File: src/rtl/quad_encoder_decoder_if.sv
// Signal bundle between the encoder pins/controller and quad_encoder_decoder.
// Carries the raw A/B channels, decode configuration and the decoded outputs.
interface quad_encoder_decoder_if #(
  parameter int CNT_W = 32,
  parameter int DIV_W = 16
);
  // There is no valid/ready handshake on this bundle: every input is sampled
  // on every rising clock edge, and every output is a registered level or a
  // one-cycle pulse that the consumer must sample on the following edge.
  logic             SIG_A;
  logic             SIG_B;
  logic [1:0]       MODE;
  logic             DIR_INV;
  logic [DIV_W-1:0] DIV;
  logic             CLR;
  logic             ERR_CLR;
  logic [CNT_W-1:0] POSITION;
  logic             DIR;
  logic             STEP;
  logic             LINE_PULSE;
  logic             ERR;
  logic [2:0]       DBG_STATE;

  modport master (
    output SIG_A, SIG_B, MODE, DIR_INV, DIV, CLR, ERR_CLR,
    input  POSITION, DIR, STEP, LINE_PULSE, ERR, DBG_STATE
  );

  modport slave (
    input  SIG_A, SIG_B, MODE, DIR_INV, DIV, CLR, ERR_CLR,
    output POSITION, DIR, STEP, LINE_PULSE, ERR, DBG_STATE
  );
endinterface

File: src/rtl/quad_encoder_decoder.sv
// Quadrature encoder front end: sync, optional deglitch, x1/x2/x4 decode, position and line trigger.
// Optional glitch filter is enabled by defining ENC_FILTER_EN.
module quad_encoder_decoder #(
  parameter int CNT_W    = 32,
  parameter int DIV_W    = 16,
  parameter int FILT_LEN = 4
) (
  input logic                   CLK,
  input logic                   RST_N,
  quad_encoder_decoder_if.slave enc
);

  // Two-flop synchronisers for {A,B}; fill_q marks when sync2_q holds a real sample.
  logic [1:0] sync1_q;
  logic [1:0] sync2_q;
  logic [1:0] fill_q;

  always_ff @(posedge CLK or negedge RST_N) begin
    if (!RST_N) begin
      sync1_q <= 2'b00;
      sync2_q <= 2'b00;
      fill_q  <= 2'b00;
    end else begin
      sync1_q <= {enc.SIG_A, enc.SIG_B};
      sync2_q <= sync1_q;
      fill_q  <= {fill_q[0], 1'b1};
    end
  end

  logic [1:0] samp;
  logic       samp_vld;

`ifdef ENC_FILTER_EN
  localparam int RUN_W = 4;
  localparam logic [RUN_W-1:0] RUN_LAST = RUN_W'(FILT_LEN - 1);

  logic [1:0]       filt_q;
  logic             filt_vld_q;
  logic [RUN_W-1:0] run_q [2];

  // The first real sample seeds the filter so priming never sees a fake edge.
  always_ff @(posedge CLK or negedge RST_N) begin
    if (!RST_N) begin
      filt_q     <= 2'b00;
      filt_vld_q <= 1'b0;
      run_q[0]   <= '0;
      run_q[1]   <= '0;
    end else if (fill_q[1]) begin
      if (!filt_vld_q) begin
        filt_q     <= sync2_q;
        filt_vld_q <= 1'b1;
        run_q[0]   <= '0;
        run_q[1]   <= '0;
      end else begin
        for (int i = 0; i < 2; i++) begin
          if (sync2_q[i] == filt_q[i]) begin
            run_q[i] <= '0;
          end else if (run_q[i] == RUN_LAST) begin
            filt_q[i] <= sync2_q[i];
            run_q[i]  <= '0;
          end else begin
            run_q[i] <= run_q[i] + 1'b1;
          end
        end
      end
    end
  end

  assign samp     = filt_q;
  assign samp_vld = filt_vld_q;
`else
  assign samp     = sync2_q;
  assign samp_vld = fill_q[1];
`endif

  // Decoder state and registered outputs.
  logic [1:0]       s_q;
  logic             primed_q;
  logic [CNT_W-1:0] pos_q, pos_d;
  logic [DIV_W-1:0] lph_q, lph_d;
  logic             dir_q, dir_d;
  logic             step_q;
  logic             lp_q, lp_d;
  logic             err_q, err_d;

  logic             chg;
  logic             a_chg;
  logic             one_bit;
  logic             illegal;
  logic [1:0]       fwd_next;
  logic             sign_fwd;
  logic             counted;
  logic [DIV_W-1:0] div_m1;

  always_comb begin
    chg     = primed_q && samp_vld && (samp != s_q);
    a_chg   = samp[1] ^ s_q[1];
    one_bit = a_chg ^ (samp[0] ^ s_q[0]);
    illegal = chg && !one_bit;

    // Forward Gray order 00 -> 10 -> 11 -> 01 -> 00.
    case (s_q)
      2'b00:   fwd_next = 2'b10;
      2'b10:   fwd_next = 2'b11;
      2'b11:   fwd_next = 2'b01;
      default: fwd_next = 2'b00;
    endcase
    sign_fwd = (samp == fwd_next) ^ enc.DIR_INV;

    case (enc.MODE)
      2'd0:    counted = chg && one_bit &&
                         (({s_q, samp} == 4'b0010) || ({s_q, samp} == 4'b1000));
      2'd1:    counted = chg && one_bit && a_chg;
      default: counted = chg && one_bit;
    endcase

    div_m1 = enc.DIV - 1'b1;
    pos_d  = pos_q;
    lph_d  = lph_q;
    lp_d   = 1'b0;

    if (counted) begin
      pos_d = sign_fwd ? pos_q + 1'b1 : pos_q - 1'b1;
      if (sign_fwd) begin
        // >= rather than == so a DIV lowered below the phase fires next step.
        if (lph_q >= div_m1) begin
          lph_d = '0;
          lp_d  = 1'b1;
        end else begin
          lph_d = lph_q + 1'b1;
        end
      end else begin
        lph_d = (lph_q == '0) ? div_m1 : lph_q - 1'b1;
      end
    end

    if (enc.DIV == '0) begin
      lph_d = '0;
      lp_d  = 1'b0;
    end

    if (enc.CLR) begin
      pos_d = '0;
      lph_d = '0;
      lp_d  = 1'b0;
    end

    dir_d = (chg && one_bit) ? sign_fwd : dir_q;
    err_d = illegal ? 1'b1 : (enc.ERR_CLR ? 1'b0 : err_q);
  end

  always_ff @(posedge CLK or negedge RST_N) begin
    if (!RST_N) begin
      s_q      <= 2'b00;
      primed_q <= 1'b0;
      pos_q    <= '0;
      lph_q    <= '0;
      dir_q    <= 1'b0;
      step_q   <= 1'b0;
      lp_q     <= 1'b0;
      err_q    <= 1'b0;
    end else begin
      if (samp_vld) begin
        s_q      <= samp;
        primed_q <= 1'b1;
      end
      pos_q  <= pos_d;
      lph_q  <= lph_d;
      dir_q  <= dir_d;
      step_q <= counted;
      lp_q   <= lp_d;
      err_q  <= err_d;
    end
  end

  assign enc.POSITION   = pos_q;
  assign enc.DIR        = dir_q;
  assign enc.STEP       = step_q;
  assign enc.LINE_PULSE = lp_q;
  assign enc.ERR        = err_q;
  assign enc.DBG_STATE  = {primed_q, s_q};

endmodule

File: src/flat_wrapper.sv
// flat-port wrapper written by rule: the top's interface ports become plain ports
module quad_encoder_decoder_flat 
#(
  parameter int CNT_W    = 32,
  parameter int DIV_W    = 16,
  parameter int FILT_LEN = 4
)
  (CLK, RST_N, enc_SIG_A, enc_SIG_B, enc_MODE, enc_DIR_INV, enc_DIV, enc_CLR, enc_ERR_CLR, enc_POSITION, enc_DIR, enc_STEP, enc_LINE_PULSE, enc_ERR, enc_DBG_STATE);
  quad_encoder_decoder_if #(.CNT_W(CNT_W), .DIV_W(DIV_W)) enc_i ();
  input logic CLK;
  input logic RST_N;
  input wire logic [$bits(enc_i.SIG_A)-1:0] enc_SIG_A;
  input wire logic [$bits(enc_i.SIG_B)-1:0] enc_SIG_B;
  input wire logic [$bits(enc_i.MODE)-1:0] enc_MODE;
  input wire logic [$bits(enc_i.DIR_INV)-1:0] enc_DIR_INV;
  input wire logic [$bits(enc_i.DIV)-1:0] enc_DIV;
  input wire logic [$bits(enc_i.CLR)-1:0] enc_CLR;
  input wire logic [$bits(enc_i.ERR_CLR)-1:0] enc_ERR_CLR;
  output wire logic [$bits(enc_i.POSITION)-1:0] enc_POSITION;
  output wire logic [$bits(enc_i.DIR)-1:0] enc_DIR;
  output wire logic [$bits(enc_i.STEP)-1:0] enc_STEP;
  output wire logic [$bits(enc_i.LINE_PULSE)-1:0] enc_LINE_PULSE;
  output wire logic [$bits(enc_i.ERR)-1:0] enc_ERR;
  output wire logic [$bits(enc_i.DBG_STATE)-1:0] enc_DBG_STATE;
  assign enc_i.SIG_A = enc_SIG_A;
  assign enc_i.SIG_B = enc_SIG_B;
  assign enc_i.MODE = enc_MODE;
  assign enc_i.DIR_INV = enc_DIR_INV;
  assign enc_i.DIV = enc_DIV;
  assign enc_i.CLR = enc_CLR;
  assign enc_i.ERR_CLR = enc_ERR_CLR;
  assign enc_POSITION = enc_i.POSITION;
  assign enc_DIR = enc_i.DIR;
  assign enc_STEP = enc_i.STEP;
  assign enc_LINE_PULSE = enc_i.LINE_PULSE;
  assign enc_ERR = enc_i.ERR;
  assign enc_DBG_STATE = enc_i.DBG_STATE;
  quad_encoder_decoder #(.CNT_W(CNT_W), .DIV_W(DIV_W), .FILT_LEN(FILT_LEN)) u_core (.CLK(CLK), .RST_N(RST_N), .enc(enc_i));
endmodule
File: config.mk
export PLATFORM = sky130hd
export DESIGN_NAME = quad_encoder_decoder_flat
export DESIGN_NICKNAME = d
export VERILOG_FILES = /design/src/rtl/quad_encoder_decoder_if.sv /design/src/rtl/quad_encoder_decoder.sv /design/src/flat_wrapper.sv
export SDC_FILE = /design/constraint.sdc
export NUM_CORES = 1
export LEC_CHECK = 0
export CORE_MARGIN = 2
export CORE_UTILIZATION = 52
export CTS_BUF_LIST = sky130_fd_sc_hd__clkbuf_4 sky130_fd_sc_hd__clkbuf_8 sky130_fd_sc_hd__clkbuf_16
export DETAILED_ROUTE_END_ITERATION = 12
export GPL_TIMING_DRIVEN = 0
export PLACE_DENSITY = 0.88
export SLEW_MARGIN = 20
export SYNTH_ARGS = -nofsm -noshare
export SYNTH_HDL_FRONTEND = slang
export SYNTH_SLANG_ARGS = --single-unit
export TNS_END_PERCENT = 30
File: constraint.sdc
create_clock -name CLK -period 4.35 [get_ports CLK]
set_input_delay 0.87 -clock CLK [delete_from_list [all_inputs] [get_ports CLK]]
set_output_delay 0.87 -clock CLK [all_outputs]
set_load 0.02 [all_outputs]
==> summary.md, run 1 <==
Outcome
- outcome: finished clean

Setup path
- Crit path arrival time: 4.46 ns
- reg2reg start: u_core.s_q[1]
- library cell contributing the largest single delay on the critical path: sky130_fd_sc_hd__clkdlybuf4s50_1
- cells along the critical path: clkdlybuf4s50_1 -> xnor2_4 -> inv_4 -> clkbuf_16 -> ha_1 -> o211ai_1 -> o211ai_1 -> a21oi_1 -> a2111oi_2 -> o21ai_0 -> a21oi_1 -> o21ai_0 -> mux2_2 -> a311o_1
- delay of the slowest critical-path stage: 0.50 ns
- endpoint class of the critical path: flop
- maximum fanout along the worst path: 40
- sort of element at the start of the critical path: input pin
- origin of the worst setup path: enc_DIR_INV
- Worst Setup Path Type: input pin to flop
- required time reported for the critical path endpoint: 4.59 ns

Clock tree
- clock latency at the later pin of the worst-skew pair: 0.36 ns
- number of hold buffers added after cts: 0
- number of levels in the clock H-tree: 3
- CTS tree: built
- root buffer selected by CTS: sky130_fd_sc_hd__clkbuf_8
- clk sink count: 61
- clk buf depth: 2
- clock slew seen by the registers of the worst setup and hold paths: 0.08 ns
- TritonCTS buffer count: 9

Timing
- total count of hold-check failures in the final report: 0
- final worst-path cycle share: 96.9%
- fmax: 237 MHz
- setup repair after global routing missed its margin: true
- Max transition margin: 58.8%
- slew at the pin with the worst max-slew slack: 0.615 ns
- Setup violations, final: 0
- Slew Limit Fails: 0
- Min Clock Period, post-route: 4.21 ns
- setup total negative slack: 0 ns
- maximum clock skew at final layout: 0.0179 ns

Detailed routing
- total length of routed wires: 15000 um
- ANT nets after route: 0
- Remaining DRCs: 0
- Initial DRT Pass Iterations: 6
- average via count per standard cell: 6.11
- WL/cell: 17.3 um
- First DRT Iteration DRCs: 351
- total number of vias: 5301

Synthesis
- Synth warnings: 0
- EDFF count, synth: 0
- fraction of registers with async set or reset after synthesis: 100%
- mean cell area of the mapped netlist: 8.16 um^2
- sequential-to-total area share from yosys stat: 28.7%
- Gate Count Post-Synth: 652
- fraction of post-synthesis cell area in the top cell type by area: 28.7%
- flops & latches, synth: 61
- leading register cell type out of synthesis: sky130_fd_sc_hd__dfrtp_1
- Mapped Area: 5320 um^2
- Syn Nets: 729
- Cell variety after synth: 65
- leading cell types by total area after synthesis: sky130_fd_sc_hd__dfrtp_1 29%, sky130_fd_sc_hd__ha_1 12%, sky130_fd_sc_hd__nand2_1 6.8%, sky130_fd_sc_hd__a21oi_1 5.6%, sky130_fd_sc_hd__xnor2_1 5.3%
- library cell occupying the most area in the post-synthesis netlist: sky130_fd_sc_hd__dfrtp_1

Pwr
- areal power density over the cells: 417 nW/um^2
- Pleak: 2.92 nW
- maximum ir drop on the vdd rail: 259 uV

Placed design
- hpwl dp: 10600 um
- Placer Congestion: 0.920
- Buffers on Ports: 62
- instance area after placement: 6130 um^2

Floorplan
- placement row count: 36
- initial cell density of the core: 53.9%
- number of top-level pins: 64
- die width: 105 um
- Die Outline Area: 11100 um^2
- core region area: 9860 um^2
- die height: 105 um

GRT
- layer with the highest usage after global routing: met2
- gr ovfl total: 0
- pin count of the biggest net entering global routing: 41
- vias in the first global route: 5126
- number of antenna violations at the first check in global routing: 0
- met2 GRT Util: 47.3%
- first-pass GRT wire length: 24300 um
- met3 track demand over resource: 5.18%
- GRT Total Usage: 27.0%
- met1 capacity usage during global routing: 33.7%

Min path
- min-delay src: u_core.sync1_q[1]
- Hold/Removal Path Class: flop to flop

Cells and area
- fraction of layout cells with a size suffix above 1: 8.44%
- synthesis-to-layout area growth: 21.4%
- final design area excluding fillers: 6460 um^2
- Antenna Diode Count: 0
- NumNets Final: 807

Run
- maximum capacitance violations: 0

## sequential cells by signal, indices dropped and copies added, names as in the netlist, 2 cells and up
| signal | flops |
|---|---|
| u_core.lph_q | 16 |
| u_core.fill_q | 2 |
| u_core.s_q | 2 |
| u_core.sync1_q | 2 |
| u_core.enc.POSITION | 32 |
| u_core.samp | 2 |
## layout make-up
cell class / instances / area (um^2)
Fill cell: 839 / 3410
Inverter: 18 / 70.1
Clock buffer: 10 / 131
Buffer: 25 / 130
Multi-Input combinational cell: 546 / 3710
Tap cell: 133 / 166
Timing Repair Buffer: 69 / 683
Clock inverter: 6 / 40.0
Sequential cell: 61 / 1530
## per-layer routing
metal | share of wire (%) | vias to the layer above
met2 | 50 | 185
met4 | 1.9 | 0
met5 | 0 | -
met3 | 5.8 | 30
met1 | 42 | 2545
li1 | - | 2541
## power breakdown
group / switching (mW) / internal (mW)
clock: 0.254 / 0.212
combinational: 0.918 / 0.608
sequential: 0.0697 / 0.632
## final timing paths
path / slack [ns] / depth (start not counted) / endpoint
worst max-delay path: 0.14 / 14 / u_core.enc.POSITION[29]
worst min-delay path: 0.35 / 0 / u_core.samp[1]
worst max register to register: 0.36 / 15 / u_core.enc.POSITION[29]
worst min register to register: 0.35 / 0 / u_core.samp[1]
max in group asynchronous: 3.39 / 2 / u_core.enc.POSITION[8]
min in group asynchronous: 0.43 / 1 / u_core.lph_q[2]
## cell usage in the layout (no fill, tap or decap), types with 13 or more instances in the layout
master	count
sky130_fd_sc_hd__nor3_1	21
sky130_fd_sc_hd__nand3_1	18
sky130_fd_sc_hd__xor2_1	22
sky130_fd_sc_hd__a21oi_1	59
sky130_fd_sc_hd__a211oi_1	13
sky130_fd_sc_hd__o21ai_0	38
sky130_fd_sc_hd__xnor2_1	31
sky130_fd_sc_hd__clkdlybuf4s50_1	60
sky130_fd_sc_hd__inv_1	15
sky130_fd_sc_hd__nor2_1	41
sky130_fd_sc_hd__a21o_1	21
sky130_fd_sc_hd__ha_1	48
sky130_fd_sc_hd__dfrtp_1	61
sky130_fd_sc_hd__nand2_1	96
sky130_fd_sc_hd__clkbuf_1	17
## cell usage after synthesis, types with 3 or more instances
library cell,n
sky130_fd_sc_hd__a211o_1,4
sky130_fd_sc_hd__a211oi_1,14
sky130_fd_sc_hd__a21boi_0,3
sky130_fd_sc_hd__a21o_1,21
sky130_fd_sc_hd__a21oi_1,60
sky130_fd_sc_hd__a22o_1,8
sky130_fd_sc_hd__a311o_1,3
sky130_fd_sc_hd__a31oi_1,6
sky130_fd_sc_hd__and2_1,3
sky130_fd_sc_hd__and3_1,11
sky130_fd_sc_hd__buf_2,3
sky130_fd_sc_hd__clkbuf_1,21
sky130_fd_sc_hd__clkinv_1,3
sky130_fd_sc_hd__dfrtp_1,61
sky130_fd_sc_hd__ha_1,51
sky130_fd_sc_hd__inv_1,15
sky130_fd_sc_hd__mux2_2,3
sky130_fd_sc_hd__nand2_1,96
sky130_fd_sc_hd__nand2b_1,7
sky130_fd_sc_hd__nand3_1,18
sky130_fd_sc_hd__nand4_1,8
sky130_fd_sc_hd__nor2_1,42
sky130_fd_sc_hd__nor3_1,22
sky130_fd_sc_hd__nor4b_1,3
sky130_fd_sc_hd__o211ai_1,8
sky130_fd_sc_hd__o21ai_0,41
sky130_fd_sc_hd__o22ai_1,3
sky130_fd_sc_hd__o31ai_1,3
sky130_fd_sc_hd__o41ai_1,5
sky130_fd_sc_hd__or2_2,4
sky130_fd_sc_hd__or3_1,5
sky130_fd_sc_hd__or4_1,3
sky130_fd_sc_hd__xnor2_1,32
sky130_fd_sc_hd__xor2_1,22
## critical path: cells and delay by family
kind,cells,cell delay (ns)
buffers and inverters,3,0.83
XOR/XNOR,1,0.24
multiplexers,1,0.29
AO/OA/AOI/OAI,8,1.81
adder cells (fa/ha/maj),1,0.39
## stage by stage
stage               total power, mW  hold WS [ns]  util (%)  std cells  setup WS, ns
finish                         2.69         0.346      65.5        868         0.136
global route                   2.88         0.360      65.5        868       -0.0153
CTS                            2.64         0.355      64.7        866        0.0278
detailed placement             2.14         0.336      62.2        848         -1.37
global placement               2.10         0.331      62.0        847         -1.33
floorplan                      1.75         0.331         -        652         0.124
## cells by family after synthesis
family / share of synthesized area, %
simple gates: 20.9
compound gates: 24.7
flops: 28.7
xor+xnor: 8.89
fa+ha+maj: 12.4
buf+inv: 3.53
mux: 0.823
other cells: 0.0705
## what timing repair did
item,in CTS,in global routing
buffers inserted,3,2
pin swaps,3,11
gates cloned,0,2
setup endpoints to repair,27,23
resized for setup,13,14
Power figures use the tool's default switching activity.
==> inputs of run 2 (changes only) <==
- PLACE_DENSITY: 0.88 -> 0.9
==> run 2 against run 1 <==
  * Maximum frequency is 0.82% lower
  * Flip-flop and latch count stayed put
  * Worst hold slack better by 0.0081 ns
  * Global-route usage is 0.18 points higher
  * Critical path type unchanged
  * Critical endpoint is now u_core.lph_q[5]
  * Largest cell class unchanged
  * Largest power group unchanged
  * Highest routed layer unchanged
==> summary.md, run 2 (same netlist as run 1, synthesis figures left out) <==
Pwr
- areal power density over the cells: 429 nW/um^2
- Pleak: 2.94 nW
- clock share of power: 19.3%
- combinational group share of total power: 55.6%
- switch share: 45.8%
- switching power: 1.28 mW
- sequential group share of total power: 25.1%
- Int Pwr: 1.52 mW
- maximum ir drop on the vdd rail: 281 uV

Floorplan
- die width: 105 um
- Die Outline Area: 11100 um^2
- initial cell density of the core: 53.9%
- die height: 105 um
- core region area: 9860 um^2
- placement row count: 36
- number of top-level pins: 64

Placed design
- Buffers on Ports: 62
- Placer Congestion: 0.903
- hpwl dp: 10800 um

Timing
- final worst-path cycle share: 97.7%
- maximum clock skew at final layout: 0.00981 ns
- total count of hold-check failures in the final report: 0
- worst hold margin: 0.354 ns
- Max transition margin: 57.7%
- setup total negative slack: 0 ns
- setup repair after global routing missed its margin: true
- Min Clock Period, post-route: 4.25 ns
- Setup violations, final: 0
- fmax: 235 MHz
- Slew Limit Fails: 0
- slew at the pin with the worst max-slew slack: 0.632 ns

Cells and area
- most frequent standard cell in the layout excluding fill and tap cells: sky130_fd_sc_hd__nand2_1
- count of fill cells added during filler insertion: 786
- synthesis-to-layout area growth: 22.7%
- top library cells by usage in the layout, fill and taps aside: 96 x sky130_fd_sc_hd__nand2_1, 61 x sky130_fd_sc_hd__dfrtp_1, 60 x sky130_fd_sc_hd__clkdlybuf4s50_1
- fraction of layout cells with a size suffix above 1: 9.39%
- NumNets Final: 807
- Antenna Diode Count: 0
- number of flip-flops in the largest register: 32

GRT
- pin count of the biggest net entering global routing: 41
- met2 GRT Util: 47.2%
- met3 track demand over resource: 4.99%
- vias in the first global route: 5170
- met1 capacity usage during global routing: 33.9%
- GRT Total Usage: 27.2%
- gr ovfl total: 0
- first-pass GRT wire length: 24500 um
- number of antenna violations at the first check in global routing: 0
- layer with the highest usage after global routing: met2

Setup path
- most common cell type on the critical path: sky130_fd_sc_hd__or4_4
- library cell contributing the largest single delay on the critical path: sky130_fd_sc_hd__or4_4
- family of cells with the greatest summed delay on the critical path: simple AND/OR/NAND/NOR gates
- reg-to-reg critical path endpoint: u_core.enc.POSITION[29]
- reg2reg start: u_core.s_q[0]
- delay of the slowest critical-path stage: 0.60 ns
- worst reg2reg setup slack: 0.35 ns
- crit path capture: u_core.lph_q[5]
- Worst Setup Path Type: input pin to flop
- required time reported for the critical path endpoint: 4.64 ns
- sort of element at the start of the critical path: input pin
- endpoint class of the critical path: flop
- cells along the critical path: clkdlybuf4s50_1 -> or4_4 -> or3_4 -> or4_4 -> nor2_2 -> xnor2_1 -> ha_1 -> a21o_1 -> a21oi_2 -> and3_4 -> o21ai_4 -> buf_6 -> o21ai_0 -> a22o_1
- cell depth of the worst flop-to-flop path: 15
- Crit path arrival time: 4.54 ns
- maximum fanout along the worst path: 10
- origin of the worst setup path: enc_DIV[8]
- count of cell instances traversed by the critical path: 14
- total buffers and inverters traversed by the critical path: 2

Outcome
- outcome: finished clean

Clock tree
- root buffer selected by CTS: sky130_fd_sc_hd__clkbuf_8
- number of hold buffers added after cts: 0
- TritonCTS buffer count: 9
- clock slew seen by the registers of the worst setup and hold paths: 0.08 ns
- clk sink count: 61
- clk buf depth: 2
- CTS tree: built
- number of levels in the clock H-tree: 3
- clock latency at the later pin of the worst-skew pair: 0.35 ns

Detailed routing
- average via count per standard cell: 6.14
- First DRT Iteration DRCs: 416
- WL/cell: 17.3 um
- total number of vias: 5330
- total length of routed wires: 15000 um
- Remaining DRCs: 0
- ANT nets after route: 0
- Initial DRT Pass Iterations: 5

Run
- maximum capacitance violations: 0

Min path
- Hold/Removal Path Class: flop to flop

-- run 2: cell types whose count changed in the layout (fill, tap and decap cells not counted), sizes merged --
cell and change:
clkinv -2, inv +2, buf +1, bufinv +1
clkbuf -1, o21ai -1
-- run 2: per-layer routing --
layer	up-vias	share of wire, %
li1	2543	-
met1	2545	42
met2	207	49
met3	35	6.5
met4	0	2.3
met5	-	0
-- run 2: stage by stage --
stage	total power, mW	setup WS, ns	util, %	instance area [um^2]	cells
final	2.80	0.102	66.2	6530	868
after global routing	2.98	-0.0245	66.2	6530	868
after CTS	2.74	0.00182	65.1	6430	866
after detailed placement	2.15	-1.40	62.2	6130	848
after global placement	2.09	-1.30	62.0	6120	847
after floorplan	1.75	0.124	-	5330	652
-- run 2: power by group through the flow --
stage	clock network, mW	registers (mW)	logic [mW]
global route	0.574	0.712	1.69
global placement	0	0.708	1.39
CTS	0.549	0.700	1.49
detailed placement	0	0.710	1.44
floorplan	0	0.752	0.994
finish	0.541	0.702	1.56
-- run 2: layout make-up --
class                   count  area [um^2]  share of cell area [%]
clock inverters             7         81.3                    1.25
repair buffers             70          693                    10.6
clock buffers               9          124                    1.90
plain buffers              25          130                    1.99
well taps                 133          166                    2.55
flip-flops and latches     61         1530                    23.4
inverters                  18         68.8                    1.05
multi-input cells         545         3740                    57.3
-- run 2: worst reg2reg max path, stage by stage (launching register included) --
cell	delay, ns
sky130_fd_sc_hd__dfrtp_1	0.44
sky130_fd_sc_hd__xor2_1	0.16
sky130_fd_sc_hd__nand2_1	0.15
sky130_fd_sc_hd__xnor2_4	0.25
sky130_fd_sc_hd__clkinv_2	0.19
sky130_fd_sc_hd__clkbuf_16	0.27
sky130_fd_sc_hd__ha_2	0.38
sky130_fd_sc_hd__a21oi_1	0.25
sky130_fd_sc_hd__o211ai_1	0.20
sky130_fd_sc_hd__a21oi_2	0.26
sky130_fd_sc_hd__a2111oi_4	0.11
sky130_fd_sc_hd__o21ai_1	0.20
sky130_fd_sc_hd__a21oi_1	0.09
sky130_fd_sc_hd__o21ai_0	0.25
sky130_fd_sc_hd__mux2_2	0.37
sky130_fd_sc_hd__a311o_1	0.31
-- run 2: worst min path at each step --
stage	from	endpoint	slack (ns)	cells past startpoint
after floorplan	u_core.fill_q[0]	u_core.fill_q[1]	0.33	0
after global placement	u_core.fill_q[0]	u_core.fill_q[1]	0.33	0
after detailed placement	u_core.sync1_q[0]	u_core.samp[0]	0.34	0
after CTS	u_core.sync1_q[0]	u_core.samp[0]	0.36	0
after global routing	u_core.sync1_q[1]	u_core.samp[1]	0.36	0
final	u_core.fill_q[0]	u_core.fill_q[1]	0.35	0
-- run 2: repair_timing --
item / in CTS / in global routing
resized for setup: 15 / 22
pin swaps: 4 / 8
endpoints found under the setup margin: 29 / 20
setup buffers: 3 / 4
==> patch 1, RTL diff (flow settings as in run 1) <==
Put a register stage on the output `enc.DBG_STATE`. The value now appears one clock later.
--- a/src/rtl/quad_encoder_decoder.sv
+++ b/src/rtl/quad_encoder_decoder.sv
@@ -180,3 +180,5 @@
   assign enc.ERR        = err_q;
-  assign enc.DBG_STATE  = {primed_q, s_q};
+  always_ff @(posedge CLK) begin
+    enc.DBG_STATE <= {primed_q, s_q};
+  end
 
Check against the original RTL: not equivalent (a bounded check fails within 4 cycles, from zero or initial values and one cycle with RST_N low).
==> patch 1 against run 1 <==
  * Clock power is 3% higher
  * Setup slack worse by 0.0072 ns
  * Critical path type unchanged
  * Design area is 6.6% higher
  * Combinational power is 17% higher
  * Area after synthesis rose by 6.9%
  * Routed wire length increased by 2.0%
  * Largest power group unchanged
  * Total power rose by 12%
  * Sequential cell count is 3 higher
  * Synthesized cell count rose by 7.5%
==> patch 1: results (changes against run 1) <==
.. list-table::
   :header-rows: 1

   * - Metric
     - Value
   * - Net Count, Synth
     - 778 (was 729)
   * - Placed insts
     - 905 (was 848)
   * - Pin count of the biggest net entering global routing
     - 39 (was 41)
   * - Crit path capture
     - u_core.lph_q[11]$_DFFE_PN0P_ (was u_core.enc.POSITION[29]$_DFFE_PN0P_)
   * - Wire length of the first global-routing pass
     - 25,500 um (was 24,300 um)
   * - Average cell area after synthesis
     - 8.11 um2 (was 8.16 um2)
   * - Pleak
     - 3.01 nW (was 2.92 nW)
   * - Reg2Reg Capture Point
     - u_core.enc.POSITION[24]$_DFFE_PN0P_ (was u_core.enc.POSITION[29]$_DFFE_PN0P_)
   * - Final HPWL DP
     - 11,200 um (was 10,600 um)
   * - Top cell types by occurrence after synthesis
     - sky130_fd_sc_hd__nand2_1, sky130_fd_sc_hd__a21oi_1, sky130_fd_sc_hd__dfrtp_1 (was sky130_fd_sc_hd__nand2_1, sky130_fd_sc_hd__dfrtp_1, sky130_fd_sc_hd__a21oi_1)
   * - Biggest fanout along the worst timing path
     - 8 (was 40)
   * - Average vias per placed instance
     - 5.99 (was 6.11)
   * - Worst setup path start
     - enc_DIV[0] (was enc_DIR_INV)
   * - Run status
     - completed (unchanged)
   * - Setup Skew
     - 0.0223 ns (was 0.0179 ns)
   * - WP data arrival
     - 4.53 ns (was 4.46 ns)
   * - XOR/XNOR Fraction of Synth Area
     - 8.60% (was 8.89%)
   * - Async S/R FF share, synth
     - 95.3% (was 100%)
   * - Total Routing Usage GR
     - 27.3% (was 27.0%)
   * - Top cells by area, synth
     - sky130_fd_sc_hd__dfrtp_1, sky130_fd_sc_hd__ha_1, sky130_fd_sc_hd__a21oi_1 (was sky130_fd_sc_hd__dfrtp_1, sky130_fd_sc_hd__ha_1, sky130_fd_sc_hd__nand2_1)
   * - Overall via count from detail_route
     - 5,562 (was 5,301)
   * - 1st-iter DRT viols
     - 353 (was 351)
   * - Adder and majority cell fraction of the synthesized area
     - 11.6% (was 12.4%)
   * - Worst IR Drop VDD
     - 0.000258 V (was 0.000259 V)
   * - Highest-delay cell along the critical path
     - sky130_fd_sc_hd__or4b_4 (was sky130_fd_sc_hd__clkdlybuf4s50_1)
   * - 1st-pass router iterations
     - 5 (was 6)
   * - Final-layout worst hold slack
     - 0.350 ns (was 0.346 ns)
   * - Worst Max-Slew Pin Slew
     - 0.631 ns (was 0.615 ns)
   * - Post-synthesis sequential area ratio
     - 27.9% (was 28.7%)
   * - Worst reg-to-reg setup slack
     - 0.46 ns (was 0.36 ns)
   * - Worst path top cell family by delay
     - simple AND/OR/NAND/NOR gates (was compound AO/OA/AOI/OAI gates)
   * - FF-to-FF Start
     - u_core.samp[0]$_DFF_PN0_ (was u_core.s_q[1]$_DFFE_PN0P_)
   * - Total Nets Final
     - 861 (was 807)
   * - Placed inst area
     - 6520 um2 (was 6130 um2)
   * - Gpl congestion
     - 0.936 (was 0.920)
patch 1: cell count changes in the layout (fill, tap and decap cells not counted), sizes merged, moves of 6 or more:
cell           delta
dlymetal6s2s      +6
a22o              -6
nor4              +8
a21oi            +18
nor2              +9
and3              -7
xnor2             +8
clkdlybuf4s50     -7
xor2              -7
clkbuf           +10
buf               +6
inv               +8
patch 1: stage by stage:
step	worst slack [ns]	setup TNS [ns]
global placement	-1.36	-36.17
CTS	-0.000194	-0.000194
detailed placement	-0.957	-18.08
global route	-0.0411	-0.0411
floorplan	0.149	0
finish	0.129	0
patch 1: cell families (layout without fill, tap and decap cells):
group	Yosys count	count (layout)
and+or+nand+nor	242	242
AOI/OAI and AO/OA	219	219
DFF	64	64
buffers and inverters	62	150
xor gates and xnor gates	55	55
adders and majority gates	52	52
muxes	6	6
other	1	1
patch 1: power breakdown:
group	internal (W)	switching (W)
Sequential	0.000663	0.0000797
Combinational	0.000758	0.00104
Clock	0.000219	0.000257
patch 1: area by class of cell:
type	instances	area (um2)
multi-input combinational	575	3880
fill	897	3860
sequential	64	1590
timing repair buffer	73	743
buffer	36	234
tap	140	175
clock buffer	11	139
inverter	25	96.3
clock inverter	5	35.0
patch 1: layer usage:
layer | global-route usage (%) | wire length [um]
met5 | 0 | 0
met4 | 11.5 | 396
met3 | 4.88 | 1030
met2 | 46.4 | 7460
met1 | 34.2 | 6410
patch 1: timing repair:
item / CTS / global route
endpoints found under the setup margin: 24 / 27
resized for setup: 11 / 26
hold endpoints to repair: 0 / 0
buffers inserted: 2 / 7
pin swaps: 2 / 13
==> patch 2, RTL diff (config.mk and constraints of run 1) <==
Made on the original files. `CNT_W` is set to 32 in 3 places; all go to 36.
--- a/src/rtl/quad_encoder_decoder_if.sv
+++ b/src/rtl/quad_encoder_decoder_if.sv
@@ -3,3 +3,3 @@
 interface quad_encoder_decoder_if #(
-  parameter int CNT_W = 32,
+  parameter int CNT_W = 36,
   parameter int DIV_W = 16
--- a/src/rtl/quad_encoder_decoder.sv
+++ b/src/rtl/quad_encoder_decoder.sv
@@ -3,3 +3,3 @@
 module quad_encoder_decoder #(
-  parameter int CNT_W    = 32,
+  parameter int CNT_W    = 36,
   parameter int DIV_W    = 16,
--- a/src/flat_wrapper.sv
+++ b/src/flat_wrapper.sv
@@ -3,3 +3,3 @@
 #(
-  parameter int CNT_W    = 32,
+  parameter int CNT_W    = 36,
   parameter int DIV_W    = 16,
Ports: changed (resized enc_POSITION); port bits go from 64 to 68. The function was not compared with the original's and may differ.
==> patch 2 against run 1 <==
  * Maximum frequency shrank 1.3%
  * Sequential cell count increased by 4
  * Routed wire length rose by 27%
  * Core utilization fell by 0.30 points
  * Total power up 10%
  * Non-clock buffer count is 20 higher
  * Setup slack worse by 0.054 ns
  * Design area up 5.1%
  * Clock power grew 9.2%
  * Area after synthesis rose by 5.6%
  * Critical path type unchanged
==> patch 2: results (changes against run 1) <==
.. list-table::
   :header-rows: 1

   * - Metric
     - Value
   * - Run status
     - completed (unchanged)
   * - Gate power share
     - 56.6% (was 56.7%)
   * - Placed insts
     - 905 (was 848)
   * - Top cell types by occurrence after synthesis
     - sky130_fd_sc_hd__nor2_1, sky130_fd_sc_hd__dfrtp_1, sky130_fd_sc_hd__nand2_1 (was sky130_fd_sc_hd__nand2_1, sky130_fd_sc_hd__dfrtp_1, sky130_fd_sc_hd__a21oi_1)
   * - Power consumed by the clock network
     - 0.000508 W (was 0.000465 W)
   * - Per-cell routed wire length
     - 20.7 um (was 17.3 um)
   * - Worst setup path start
     - enc_DIV[3] (was enc_DIR_INV)
   * - GR met1 Demand/Resource
     - 41.1% (was 33.7%)
   * - Reg2Reg Capture Point
     - u_core.enc.POSITION[20]$_DFFE_PN0P_ (was u_core.enc.POSITION[29]$_DFFE_PN0P_)
   * - CTS resizes
     - 20 (was 13)
   * - Final HPWL DP
     - 14,100 um (was 10,600 um)
   * - Layout inverter count without the clock tree
     - 12 (was 18)
   * - Wire length of the first global-routing pass
     - 30,200 um (was 24,300 um)
   * - 1st-pass router iterations
     - 7 (was 6)
   * - Reg area
     - 1630 um2 (was 1530 um2)
   * - Sequential fraction of total cell area
     - 24.0% (was 23.6%)
   * - Met3 GRT Util
     - 5.75% (was 5.18%)
   * - Net Count, Synth
     - 750 (was 729)
   * - Vias in the first global route
     - 5,975 (was 5,126)
   * - Port bufs
     - 67 (was 62)
   * - Fraction of final layout cells with drive strength greater than 1
     - 8.14% (was 8.44%)
   * - Total power
     - 0.00297 W (was 0.00269 W)
   * - Proportion of final cell area spent on non-clock buffers
     - 13.5% (was 12.6%)
   * - Met2 WL
     - 9300 um (was 7480 um)
   * - Unique cell type count in the Yosys netlist
     - 79 (was 65)
   * - Setup Skew
     - 0.00706 ns (was 0.0179 ns)
   * - Biggest fanout along the worst timing path
     - 6 (was 40)
   * - Final period util
     - 98.1% (was 96.9%)
-- patch 2: cell types whose count changed after synthesis, sizes merged, moves of 16 or more --
cell | before | now
nand2 | 96 | 59
nor2 | 43 | 75
ha | 51 | 24
a21oi | 60 | 40
nor3 | 22 | 38
nor4 | 2 | 18
-- patch 2: cells by family (layout without fill, tap and decap cells) --
group | after synthesis | count (layout) | share of synthesized area (%)
compound gates | 162 | 162 | 19.7
xor+xnor | 37 | 37 | 5.77
fa+ha+maj | 24 | 24 | 5.35
buf+inv | 57 | 142 | 4.28
flops | 65 | 65 | 29.0
mux | 22 | 22 | 4.23
other cells | 1 | 1 | 0.0668
simple gates | 333 | 333 | 31.6
-- patch 2: critical path: cells and delay by family --
| kind | cells | cell delay [ns] |
|---|---|---|
| compound gates | 5 | 1.09 |
| xor+xnor | 1 | 0.22 |
| fa+ha+maj | 1 | 0.28 |
| buf+inv | 2 | 0.72 |
| simple gates | 5 | 1.36 |
